===== config.mk =====
export PLATFORM = sky130hd
export DESIGN_NAME = dcfifo_s_wr_ctrl
export DESIGN_NICKNAME = d
export VERILOG_FILES = /design/src/rtl/dcfifo_s_wr_ctrl.sv
export SDC_FILE = /design/constraint.sdc
export NUM_CORES = 1
export LEC_CHECK = 0
export BUFFER_PORTS_ARGS = -buffer_cell sky130_fd_sc_hd__clkbuf_2
export CAP_MARGIN = 25
export CORE_MARGIN = 2
export CORE_UTILIZATION = 53
export DETAILED_ROUTE_END_ITERATION = 10
export GPL_TIMING_DRIVEN = 0
export PLACE_DENSITY = 0.85
export SYNTH_ARGS = -nofsm -noshare
export SYNTH_HDL_FRONTEND = slang
export SYNTH_SLANG_ARGS = --single-unit

===== constraint.sdc =====
create_clock -name din_clk -period 4.8 [get_ports din_clk]
set_input_delay 0.96 -clock din_clk [delete_from_list [all_inputs] [get_ports din_clk]]
set_output_delay 0.96 -clock din_clk [all_outputs]
set_load 0.02 [all_outputs]

===== src/rtl/dcfifo_s_wr_ctrl.sv =====
// Write-side pointer and flag controller for the dual-clock FIFO dcfifo_s.
// Runs in din_clk; consumes the read Gray pointer already synchronized into this domain.
module dcfifo_s_wr_ctrl #(
  parameter int ADDR_WIDTH = 5
) (
  input  logic                  din_clk,
  input  logic                  aclr,
  input  logic                  wrreq,
  input  logic [ADDR_WIDTH:0]   rd_gray_sync,
  output logic                  ram_we,
  output logic [ADDR_WIDTH-1:0] ram_waddr,
  output logic [ADDR_WIDTH:0]   wr_gray,
  output logic                  full,
  output logic [ADDR_WIDTH:0]   wrusedw,
  output logic                  overflow
);

  localparam logic [ADDR_WIDTH:0] DEPTH = {1'b1, {ADDR_WIDTH{1'b0}}};

  logic [ADDR_WIDTH:0] wr_bin;
  logic [ADDR_WIDTH:0] wr_bin_nxt;
  logic [ADDR_WIDTH:0] rd_bin;
  logic [ADDR_WIDTH:0] used_nxt;
  logic                wr_acc;

  // Each binary bit is the XOR of all Gray bits at or above it.
  function automatic logic [ADDR_WIDTH:0] gray2bin(input logic [ADDR_WIDTH:0] g);
    logic [ADDR_WIDTH:0] b;
    b = '0;
    for (int i = 0; i <= ADDR_WIDTH; i++) begin
      b[i] = ^(g >> i);
    end
    return b;
  endfunction

  // full is low during reset, so aclr must gate the enable explicitly.
  assign wr_acc     = wrreq & ~full & ~aclr;
  assign ram_we     = wr_acc;
  assign ram_waddr  = wr_bin[ADDR_WIDTH-1:0];
  assign wr_bin_nxt = wr_bin + {{ADDR_WIDTH{1'b0}}, wr_acc};
  assign rd_bin     = gray2bin(rd_gray_sync);
  assign used_nxt   = wr_bin_nxt - rd_bin;

  always_ff @(posedge din_clk or posedge aclr) begin
    if (aclr) begin
      wr_bin   <= '0;
      wr_gray  <= '0;
      wrusedw  <= '0;
      full     <= 1'b0;
      overflow <= 1'b0;
    end else begin
      wr_bin   <= wr_bin_nxt;
      wr_gray  <= wr_bin_nxt ^ (wr_bin_nxt >> 1);
      wrusedw  <= used_nxt;
      full     <= (used_nxt == DEPTH);
      overflow <= wrreq & full;
    end
  end

endmodule

# After elaboration in Yosys (flattened, before gate mapping)
# Cells that the tools add are included.
# op_classes
add_sub_neg,2
n_reduce_logical,6
shifts,0
n_div,0
n_mul,0
bitwise,6
n_eq_ne,1
n_mux,0
magnitude_cmp,0
# ops
operator,n
$reduce_xor 6->1,6
$add 6x1->6,1
$eq 6x6->1 const B,1
$sub 6x6->6,1
$xor 6x5->6,1
$and 1x1->1,3
$not 1->1,2
# word_totals
romBits,0
inputBits,9
latch_bits,0
mem_count,0
regBits,20
ramBits,0

# Logic depth before layout (Yosys ltp)
# Gate-level depths: netlist of run 1.
# logic_depth
depth_word,6
mapped_depth,12
ltp_nobuf,12

# Least setup slack after synthesis of run 1
# Ideal clock, no wire load.
# synth_path
path_kind,input-to-reg
from,input wrreq
to,register full
arrival_ns,3.611
path_buffers,0
stages,10
slack_ns,1.068
setup_ns,0.121
cell_sequence,nor3b_1 -> ha_1 -> ha_1 -> ha_1 -> nor2b_1 -> o21a_1 -> maj3_2 -> a221oi_2 -> xnor2_1 -> and4bb_1
# synth_via
elab_chain_len,5
# synth_rtl
item,line_no,text
"start, declared",8,"input logic wrreq,"
$and 1x1->1 (2 in series),37,assign wr_acc = wrreq & ~full & ~aclr;
$add 6x1->6,40,"assign wr_bin_nxt = wr_bin + {{ADDR_WIDTH{1'b0}}, wr_acc};"
net wr_bin_nxt[1],21,logic [ADDR_WIDTH:0] wr_bin_nxt;
$sub 6x6->6,42,assign used_nxt = wr_bin_nxt - rd_bin;
net used_nxt[5],23,logic [ADDR_WIDTH:0] used_nxt;
$eq 6x6->1,55,full <= (used_nxt == DEPTH);
"end signal, assigned",55,
"end, declared",13,"output logic full,"
# The timed path passes the listed nets, and every way through them passes these cells.

# Worst setup path in the final report of run 1
# layout_path
from,input rd_gray_sync[5]
to,register full
# layout_via
elab_chain_len,3
word_cells_on_any_way,8
classes_between,add/sub: 1; eq/ne: 1; reduce/logical: 6
# layout_rtl
item,line_no,text
"start, declared",9,"input logic [ADDR_WIDTH:0] rd_gray_sync,"
$reduce_xor 6->1,31,b[i] = ^(g >> i);
$sub 6x6->6 *,42,
net used_nxt[5],23,
$eq 6x6->1 *,55,
# The timed path passes the listed nets; every way through them passes the cells marked *.

==> results of run 1 <==
==> worst register-to-register path: stages, from the launching register on <==
cell and delay, ns:
dfrtp_1 0.41, nor3b_1 0.26, ha_1 0.22, ha_1 0.32, ha_1 0.33, nor2b_1 0.16
o21a_1 0.18, maj3_2 0.31, a221oi_2 0.30, xnor2_1 0.17, and4bb_1 0.21
==> cells in the final DEF, fill, tap and decap left out <==
cell type | netlist | final
o21a_1 | 1 | 1
nor3b_1 | 1 | 1
nand2b_1 | 1 | 1
xor2_1 | 7 | 7
xnor3_2 | 1 | 1
o221ai_1 | 1 | 1
inv_6 | 1 | 1
nand3_1 | 2 | 2
xnor2_1 | 12 | 12
o21bai_1 | 1 | 1
buf_2 | 1 | 1
clkbuf_2 | 0 | 28
nor2_1 | 4 | 4
or3_1 | 1 | 1
maj3_2 | 1 | 1
mux2i_1 | 1 | 1
fa_1 | 1 | 1
inv_1 | 6 | 6
o21ai_0 | 1 | 1
nor2b_1 | 1 | 1
xor2_4 | 1 | 1
a221oi_2 | 1 | 1
a21oi_1 | 3 | 3
dfrtp_1 | 19 | 19
clkbuf_1 | 0 | 1
clkbuf_4 | 0 | 3
ha_1 | 5 | 5
nor3_1 | 1 | 1
nand2_1 | 1 | 1
and2_1 | 2 | 2
and4bb_1 | 1 | 1
==> sequential cells by signal (all words and copies together), names as in the netlist <==
name / flops
full: 1
wr_gray: 5
overflow: 1
wrusedw: 6
wr_bin: 6
==> how the worst max path moves through the flow <==
stage | startpoint | end | slack, ns | cells after the start
floorplan | wrreq | full$_DFF_PP0_ | 1.07 | 10
global route | rd_gray_sync[5] | full$_DFF_PP0_ | 1.02 | 11
detailed placement | rd_gray_sync[5] | full$_DFF_PP0_ | 0.90 | 11
CTS | rd_gray_sync[5] | full$_DFF_PP0_ | 1.20 | 11
finish | rd_gray_sync[5] | full$_DFF_PP0_ | 1.23 | 11
global placement | rd_gray_sync[5] | full$_DFF_PP0_ | 0.96 | 11
==> cells by family (layout without fill, tap and decap cells) <==
family                   count (synthesis)  count (layout)  synth area share [%]
AND/OR/NAND/NOR                         15              15                  8.71
XOR/XNOR                                21              21                  22.3
flip-flops                              19              19                  48.7
AO/OA/AOI/OAI                            8               8                  6.02
buffers and inverters                    8              40                  3.71
multiplexers                             1               1                  1.02
adder cells (fa/ha/maj)                  7               7                  9.60
==> synth_stat cells (all sizes together) <==
master / number
xnor3: 1
nor2: 4
xnor2: 12
nor3b: 1
dfrtp: 19
buf: 1
nor3: 1
mux2i: 1
and2: 2
o221ai: 1
a21oi: 3
nand2b: 1
nand3: 2
nand2: 1
maj3: 1
nor2b: 1
fa: 1
or3: 1
ha: 5
inv: 7
xor2: 8
o21ai: 1
o21a: 1
and4bb: 1
o21bai: 1
a221oi: 1
==> per-layer routing <==
metal | routed length [um] | global-route usage [%] | part of all wire [%]
met5 | 0 | 0 | 0
met4 | 18 | 6.67 | 1.2
met3 | 63 | 2.31 | 4.1
met2 | 782 | 26.0 | 51
met1 | 664 | 20.9 | 43
==> final cells by class <==
cell class | instances | share of cell area, %
clock buffer | 4 | 2.24
multi-input combinational | 52 | 39.6
sequential | 19 | 40.5
buffer | 1 | 0.426
timing repair buffer | 28 | 11.9
tap | 25 | 2.66
inverter | 7 | 2.66
==> power by group through the flow <==
stage                     logic, mW  registers (mW)  clock network (mW)
after floorplan               0.338           0.373                   0
after global placement        0.557           0.278                   0
after detailed placement      0.578           0.280                   0
after CTS                     0.580           0.276              0.0740
after global routing          0.636           0.285              0.0834
final                         0.575           0.275              0.0738
==> flow_metrics.py, run 1 <==
metrics = {
    "hold_path": {
        "min_delay_path_depth": 1,
        "hp-start": "full$_DFF_PP0_",
        "hold_end": "overflow$_DFF_PP0_",
        "hp-class": "reg -> reg",
    },
    "synthesis": {
        "ys_types": 28,
        "synth_top_area_share_pct": 48.7,
        "netlist_instances": 79,
        "ys_ff_latch": 19,
        "syn_area_um2": 977,
        "syn_area_per_cell_um2": 12.4,
        "synth_seq_area_share_pct": 48.7,
        "yosys.area.top_type": "dfrtp_1",
        "synth_fp_nets": 94,
        "yosys_warnings": 0,
        "yosys-top-cells-area": "dfrtp_1 49%, xnor2_1 11%, ha_1 6.4%",
    },
    "floorplanning": {
        "initial_core_util_pct": 56.6,
        "rows": 15,
        "die-area_um2": 2200,
        "pin_count": 29,
        "fp.dieH_um": 46.9,
        "die_x_um": 46.9,
        "core_um2": 1730,
    },
    "timing": {
        "fin_crit_sh_pct": 74.4,
        "hold_violations": 0,
        "fin_skew_ns": 0.00186,
        "clock.fmax_ghz": 0.280,
        "final_max_slew_viol_count": 0,
        "worst_slew_margin_rel_pct": 56.5,
        "setup_slack_ns": 1.23,
        "finalSetupTns_ns": 0,
        "worstMarginPinSlew_ns": 0.652,
        "whs_ns": 0.535,
        "rsz0062_at_grt": "false",
        "period_minus_slack_ns": 3.57,
        "setup_viol_count_final": 0,
    },
    "drt": {
        "remaining_drc_errors": 0,
        "wl_mm": 1.53,
        "first_pass_iters": 3,
        "dr_total_vias": 656,
        "avgViaCountPerCell": 4.82,
        "drt_iter0_drc": 2,
        "wl_per_cell_um": 11.2,
        "drtAntennaViolNets": 0,
    },
    "worst_setup_path": {
        "r2r-end": "full$_DFF_PP0_",
        "crit_fanout": 5,
        "regToRegSetupSlack_ns": 1.87,
        "r2r_start": "full$_DFF_PP0_",
        "crit_path_end_kind": "flip-flop",
        "worstSetupStartpointType": "primary input",
        "path_delay_family": "XOR/XNOR gates",
        "path_buf_inv": 1,
        "worstSetupPathType": "in -> reg",
        "cp_slowest_cell": "xnor3_2",
        "critPathMaxStageDelay_ns": 0.48,
        "crit_top_cell": "xor2_1",
        "worstPathArrival_ns": 3.79,
        "ff2ff_path_depth": 10,
        "cp.required_ns": 5.02,
        "crit_chain": "clkbuf_2, xnor3_2, xor2_1, xor2_1, ha_1, nor2b_1, o21a_1, maj3_2, a221oi_2, xnor2_1, and4bb_1",
    },
    "flow_run": {
        "drv_cap": 0,
    },
    "grt": {
        "grt_max_degree": 20,
        "grt_pass1_vias": 567,
        "grt_pass1_wl_mm": 2.42,
        "grt.total_usage_pct": 15.8,
        "grt_overflow": 0,
        "antenna_found_initial": 0,
    },
    "clock_network": {
        "cts-resized-gates": 0,
        "cts_buffer_depth": 2,
        "cts_made_buffers": 3,
        "ctsRootBufferMaster": "clkbuf_4",
        "hold_buffers": 0,
        "post-cts-setup-buffer-count": 0,
        "worst_skew_pair.late_latency_ns": 0.28,
        "h-tree-depth": 1,
        "cts_sinks": 19,
        "clk_pin_slew_ns": 0.09,
        "cts_tree": "built",
    },
    "run_status": {
        "outcome": "finished, final reports clean",
    },
    "cells_and_area": {
        "multi_input_area_um2": 465,
        "regArea_um2": 475,
        "final_util_pct": 68.0,
        "area_delta_synth_final_pct": 20.2,
        "fin_area_um2": 1170,
        "final_nets": 127,
        "drive_gt1_share_pct": 33.3,
        "antennaDiodeCount": 0,
        "num-fill-cells": 143,
        "fin_cells": 136,
    },
    "place": {
        "io_buffer_count": 28,
        "dp_slack_ns": 0.898,
        "post-place-cells": 132,
        "dp.final_hpwl_mm": 1.30,
        "globalplace.congestion": 0.799,
        "post_dp_cell_area_um2": 1150,
    },
    "power": {
        "leakagePower_nw": 0.591,
        "design_power_total_mw": 0.924,
        "p_sw_share_pct": 45.0,
        "power_frac_clock_pct": 8.0,
        "p_comb_share_pct": 62.2,
        "ir_drop_mv": 0.383,
        "p_per_area_nw_per_um2": 786,
        "seq_power_share_pct": 29.8,
        "p_sw_mw": 0.416,
        "p_int_mw": 0.508,
    },
}
Note: power is estimated with default switching activity, not from simulation.
==> inputs of run 2 (changes only) <==
- CORE_UTILIZATION: 53 -> 49
- PLACE_DENSITY: 0.85 -> 0.79
- clock period: 4.8 -> 3.3 ns (I/O delays scaled with it)
==> run 2 against run 1 <==
Net effect:
- register-to-register slack got worse by 1.4 ns
- non-clock buffer count did not move
- total power rose by 45%
- hold slack got worse by 0.072 ns
- clock power rose by 48%
- first-iteration DRC count rose by 100%
- via count fell by 1.5%
- cell count rose by 1.5%
- critical path depth rose by 1
- critical path type unchanged
==> flow_metrics.py, run 2 (synthesis gave the netlist of run 1 again) <==
metrics = {
    "run_status": {
        "outcome": "finished, final reports clean",
    },
    "drt": {
        "wl_mm": 1.56,
        "first_pass_iters": 2,
        "drt_iter0_drc": 4,
        "avgViaCountPerCell": 4.68,
        "dr_total_vias": 646,
        "remaining_drc_errors": 0,
        "wl_per_cell_um": 11.3,
        "drtAntennaViolNets": 0,
    },
    "timing": {
        "rsz0062_at_grt": "false",
        "hold_violations": 0,
        "worst_slew_margin_rel_pct": 55.2,
        "fin_skew_ns": 0.000340,
        "setup_viol_count_final": 0,
        "fin_crit_sh_pct": 94.6,
        "period_minus_slack_ns": 3.12,
        "final_max_slew_viol_count": 0,
        "finalSetupTns_ns": 0,
        "clock.fmax_ghz": 0.320,
        "setup_slack_ns": 0.177,
        "worstMarginPinSlew_ns": 0.671,
    },
    "hold_path": {
        "hp-class": "in -> async",
    },
    "place": {
        "dp_slack_ns": -0.288,
        "io_buffer_count": 28,
        "globalplace.congestion": 0.787,
        "dp.final_hpwl_mm": 1.29,
    },
    "clock_network": {
        "cts_tree": "built",
        "cts_made_buffers": 3,
        "worst_skew_pair.late_latency_ns": 0.28,
        "cts_sinks": 19,
        "hold_buffers": 0,
        "h-tree-depth": 1,
        "clk_pin_slew_ns": 0.09,
        "cts_buffer_depth": 2,
        "ctsRootBufferMaster": "clkbuf_4",
    },
    "power": {
        "leakagePower_nw": 0.596,
        "p_int_mw": 0.741,
        "p_sw_share_pct": 44.7,
        "p_comb_share_pct": 61.9,
        "power_frac_clock_pct": 8.1,
        "p_sw_mw": 0.600,
        "seq_power_share_pct": 30.0,
        "ir_drop_mv": 0.469,
        "p_per_area_nw_per_um2": 1120,
    },
    "grt": {
        "grt_overflow": 0,
        "grt.total_usage_pct": 15.0,
        "grt_pass1_wl_mm": 2.64,
        "grt_pass1_vias": 620,
        "antenna_found_initial": 0,
        "grt_max_degree": 20,
    },
    "worst_setup_path": {
        "path_buf_inv": 1,
        "worstSetupStartpointType": "primary input",
        "cp_slowest_cell": "xnor3_2",
        "crit_chain": "clkbuf_2, xnor3_2, xor2_2, xor2_2, xnor2_1, ha_1, nor2b_1, o21a_1, maj3_2, a221oi_2, xnor2_1, and4bb_1",
        "worstPathArrival_ns": 3.35,
        "crit_path_end_kind": "flip-flop",
        "path_delay_family": "XOR/XNOR gates",
        "critPathMaxStageDelay_ns": 0.49,
        "cp.required_ns": 3.53,
        "worstSetupPathType": "in -> reg",
        "crit_fanout": 5,
    },
    "cells_and_area": {
        "regArea_um2": 475,
        "num-fill-cells": 187,
        "final_nets": 127,
        "most-common-layout-cells": "28 x clkbuf_2, 19 x dfrtp_1, 12 x xnor2_1",
        "final_common_cell": "clkbuf_2",
        "reg_top3": "wr_bin x6, wrusedw x6, wr_gray x5",
        "drive_gt1_share_pct": 36.0,
        "area_delta_synth_final_pct": 22.5,
        "final_util_pct": 62.3,
        "antennaDiodeCount": 0,
        "multi_input_area_um2": 485,
    },
    "floorplanning": {
        "rows": 16,
        "pin_count": 29,
        "fp.dieH_um": 48.7,
        "die_x_um": 48.7,
        "die-area_um2": 2370,
        "initial_core_util_pct": 50.8,
        "core_um2": 1920,
    },
    "flow_run": {
        "drv_cap": 0,
    },
}
-- run 2: cell counts in the layout (fill, tap and decap cells not counted) --
No cell type changed its count.
-- run 2: path summary, 6_finish.rpt --
check | slack [ns] | from | to | depth (start not counted)
worst max-delay path | 0.18 | rd_gray_sync[5] | full$_DFF_PP0_ | 12
worst min-delay path | 0.46 | aclr | wr_gray[0]$_DFF_PP0_ | 2
worst max register to register | 0.47 | full$_DFF_PP0_ | full$_DFF_PP0_ | 10
worst min register to register | 0.56 | full$_DFF_PP0_ | overflow$_DFF_PP0_ | 1
max in group asynchronous | 2.41 | aclr | wr_gray[4]$_DFF_PP0_ | 2
min in group din_clk | 0.56 | full$_DFF_PP0_ | overflow$_DFF_PP0_ | 1
-- run 2: power groups by stage --
stage	Clock (mW)	Combinational, mW	Sequential (mW)
2_1_floorplan	0	0.492	0.543
3_3_place_gp	0	0.811	0.405
3_5_place_dp	0	0.835	0.410
4_1_cts	0.114	0.838	0.404
5_1_grt	0.127	0.915	0.417
6_report	0.109	0.830	0.402
-- run 2: per-layer routing --
metal  GRT usage (%)  up-vias  share of wire, %
li1                -      321                 -
met2            25.8       19                52
met1            17.5      304                43
met5               0        -                 0
met4            8.57        0               1.0
met3            2.78        2               4.0
-- run 2: repair_timing --
action,CTS,global route
buffers inserted,0,0
gates resized for setup,0,2
setup endpoints to repair,0,1
-- run 2: layout make-up --
cell class	count	area share [%]
plain buffers	1	0.418
multi-input cells	52	40.5
well taps	27	2.82
repair buffers	28	11.7
flip-flops and latches	19	39.7
clock buffers	4	2.19
inverters	7	2.61
-- run 2: stage by stage --
step | power (mW) | cells | hold slack [ns] | instance area (um^2)
after global placement | 1.22 | 134 | 0.529 | 1160
after CTS | 1.36 | 138 | 0.485 | 1180
after detailed placement | 1.24 | 134 | 0.538 | 1160
final | 1.34 | 138 | 0.463 | 1200
after floorplan | 1.03 | 79 | 0.611 | 982
after global routing | 1.46 | 138 | 0.514 | 1200
==> inputs of run 3 (changes only) <==
- PLACE_DENSITY: 0.79 -> 0.76
==> run 3 against run 2 <==
Net effect:
- clock skew up 0.0030 ns
- cell area unchanged
- utilization unchanged
- combinational power up 0.5%
- cell count unchanged
- die area unchanged
- critical path depth down 1
- sequential cell count unchanged
- register-to-register slack about the same
- hold slack worse by 0.0042 ns
- global-route usage down 0.49 points
- critical path type unchanged
- highest routed layer unchanged
==> flow_metrics.py, run 3 (synthesis gave the netlist of run 1 again) <==
metrics = {
    "floorplanning": {
        "die-area_um2": 2370,
        "initial_core_util_pct": 50.8,
        "fp.dieH_um": 48.7,
        "rows": 16,
        "core_um2": 1920,
        "pin_count": 29,
        "die_x_um": 48.7,
    },
    "power": {
        "seq_power_share_pct": 29.9,
        "ir_drop_mv": 0.604,
        "p_per_area_nw_per_um2": 1120,
        "p_comb_share_pct": 62.0,
        "p_sw_mw": 0.606,
        "power_frac_clock_pct": 8.1,
        "p_int_mw": 0.740,
        "design_power_total_mw": 1.35,
        "p_sw_share_pct": 45.0,
        "leakagePower_nw": 0.596,
    },
    "hold_path": {
        "hp-class": "in -> async",
    },
    "cells_and_area": {
        "fin_area_um2": 1200,
        "final_util_pct": 62.3,
        "area_delta_synth_final_pct": 22.5,
        "final_nets": 127,
        "antennaDiodeCount": 0,
        "final_common_cell": "clkbuf_2",
        "reg_top3": "wr_bin x6, wrusedw x6, wr_gray x5",
        "drive_gt1_share_pct": 36.0,
        "most-common-layout-cells": "28 x clkbuf_2, 19 x dfrtp_1, 12 x xnor2_1",
        "fin_cells": 138,
    },
    "grt": {
        "grt_overflow": 0,
        "antenna_found_initial": 0,
        "grt_max_degree": 20,
        "grt_pass1_wl_mm": 2.69,
        "grt.total_usage_pct": 14.5,
        "grt_pass1_vias": 665,
    },
    "drt": {
        "wl_per_cell_um": 11.1,
        "remaining_drc_errors": 0,
        "routed-wl-met3_um": 53,
        "drt_iter0_drc": 5,
        "first_pass_iters": 2,
        "highest_layer": "met4",
        "wl_met1_um": 646,
        "avgViaCountPerCell": 4.79,
        "wl_met2_um": 801,
        "drtAntennaViolNets": 0,
        "wl_mm": 1.53,
        "dr_total_vias": 661,
    },
    "clock_network": {
        "h-tree-depth": 1,
        "clk_pin_slew_ns": 0.10,
        "hold_buffers": 0,
        "cts_made_buffers": 3,
        "cts_sinks": 19,
        "worst_skew_pair.late_latency_ns": 0.28,
        "cts_tree": "built",
        "ctsRootBufferMaster": "clkbuf_4",
        "cts_buffer_depth": 2,
    },
    "place": {
        "globalplace.congestion": 0.824,
        "dp_slack_ns": -0.264,
        "post_dp_cell_area_um2": 1160,
        "dp.final_hpwl_mm": 1.24,
        "post-place-cells": 134,
        "io_buffer_count": 28,
    },
    "timing": {
        "rsz0062_at_grt": "false",
        "clock.fmax_ghz": 0.322,
        "hold_violations": 0,
        "fin_skew_ns": 0.00330,
        "worstMarginPinSlew_ns": 0.663,
        "final_max_slew_viol_count": 0,
        "period_minus_slack_ns": 3.11,
        "fin_crit_sh_pct": 94.1,
        "setup_slack_ns": 0.193,
        "worst_slew_margin_rel_pct": 55.8,
        "setup_viol_count_final": 0,
    },
    "flow_run": {
        "drv_cap": 0,
    },
    "worst_setup_path": {
        "crit_top_cell": "xor2_2",
        "crit_chain": "clkbuf_2, xnor3_2, xor2_2, xor2_2, ha_1, nor2b_1, o21a_1, maj3_2, a221oi_2, xnor2_1, and4bb_1",
        "crit_fanout": 5,
        "crit_path_end_kind": "flip-flop",
        "worstSetupStartpointType": "primary input",
        "worstSetupPathType": "in -> reg",
        "path_delay_family": "XOR/XNOR gates",
        "critPathMaxStageDelay_ns": 0.50,
        "cp.required_ns": 3.52,
        "worstPathArrival_ns": 3.33,
        "cp_slowest_cell": "xnor3_2",
        "path_buf_inv": 1,
    },
    "run_status": {
        "outcome": "finished, final reports clean",
    },
}
## run 3: cell counts in the layout (fill, tap and decap cells not counted)
No cell type changed its count.
## run 3: metrics by stage
stage	hold WS [ns]	setup TNS [ns]
after floorplan	0.611	0
after global placement	0.531	-0.323
after detailed placement	0.539	-0.351
after CTS	0.480	0
after global routing	0.512	0
final	0.459	0
## run 3: layout make-up
cell class              count  area [um^2]
plain buffers               1         5.00
clock buffers               4         26.3
fillers                   170          724
inverters                   7         31.3
multi-input cells          52          485
flip-flops and latches     19          475
well taps                  27         33.8
repair buffers             28          140
## run 3: routing by layer
| layer | vias to the layer above | track usage [%] |
|---|---|---|
| met4 | 0 | 9.05 |
| met3 | 4 | 3.40 |
| met5 | - | 0 |
| li1 | 322 | - |
| met2 | 17 | 24.0 |
| met1 | 318 | 17.0 |
## run 3: power by group through the flow
stage | Combinational, mW | Sequential, mW | Clock (mW)
2_1_floorplan | 0.492 | 0.543 | 0
3_3_place_gp | 0.810 | 0.405 | 0
3_5_place_dp | 0.833 | 0.410 | 0
4_1_cts | 0.836 | 0.405 | 0.113
5_1_grt | 0.909 | 0.417 | 0.125
6_report | 0.834 | 0.403 | 0.109
## run 3: timing repair
item | 4_1_cts | 5_1_grt
gates resized for setup | 0 | 2
setup endpoints to repair | 0 | 1
endpoints found under the hold margin | 0 | 0
setup buffers | 0 | 0
## run 3: worst paths after layout
check	from	cells after the start	slack, ns	endpoint
max in group asynchronous	aclr	2	2.42	wrusedw[0]$_DFF_PP0_
min in group din_clk	full$_DFF_PP0_	1	0.56	overflow$_DFF_PP0_
min	aclr	2	0.46	wr_gray[4]$_DFF_PP0_
min reg2reg	full$_DFF_PP0_	1	0.56	overflow$_DFF_PP0_
max	rd_gray_sync[5]	11	0.19	full$_DFF_PP0_
max reg2reg	full$_DFF_PP0_	10	0.46	full$_DFF_PP0_
## run 3: worst reg2reg max path: stages, from the launching register on
cell and delay (ns):
dfrtp_1 0.41, nor3b_2 0.21, ha_1 0.20, ha_1 0.32, ha_1 0.32, nor2b_1 0.16
o21a_1 0.18, maj3_2 0.31, a221oi_2 0.28, xnor2_1 0.17, and4bb_1 0.21
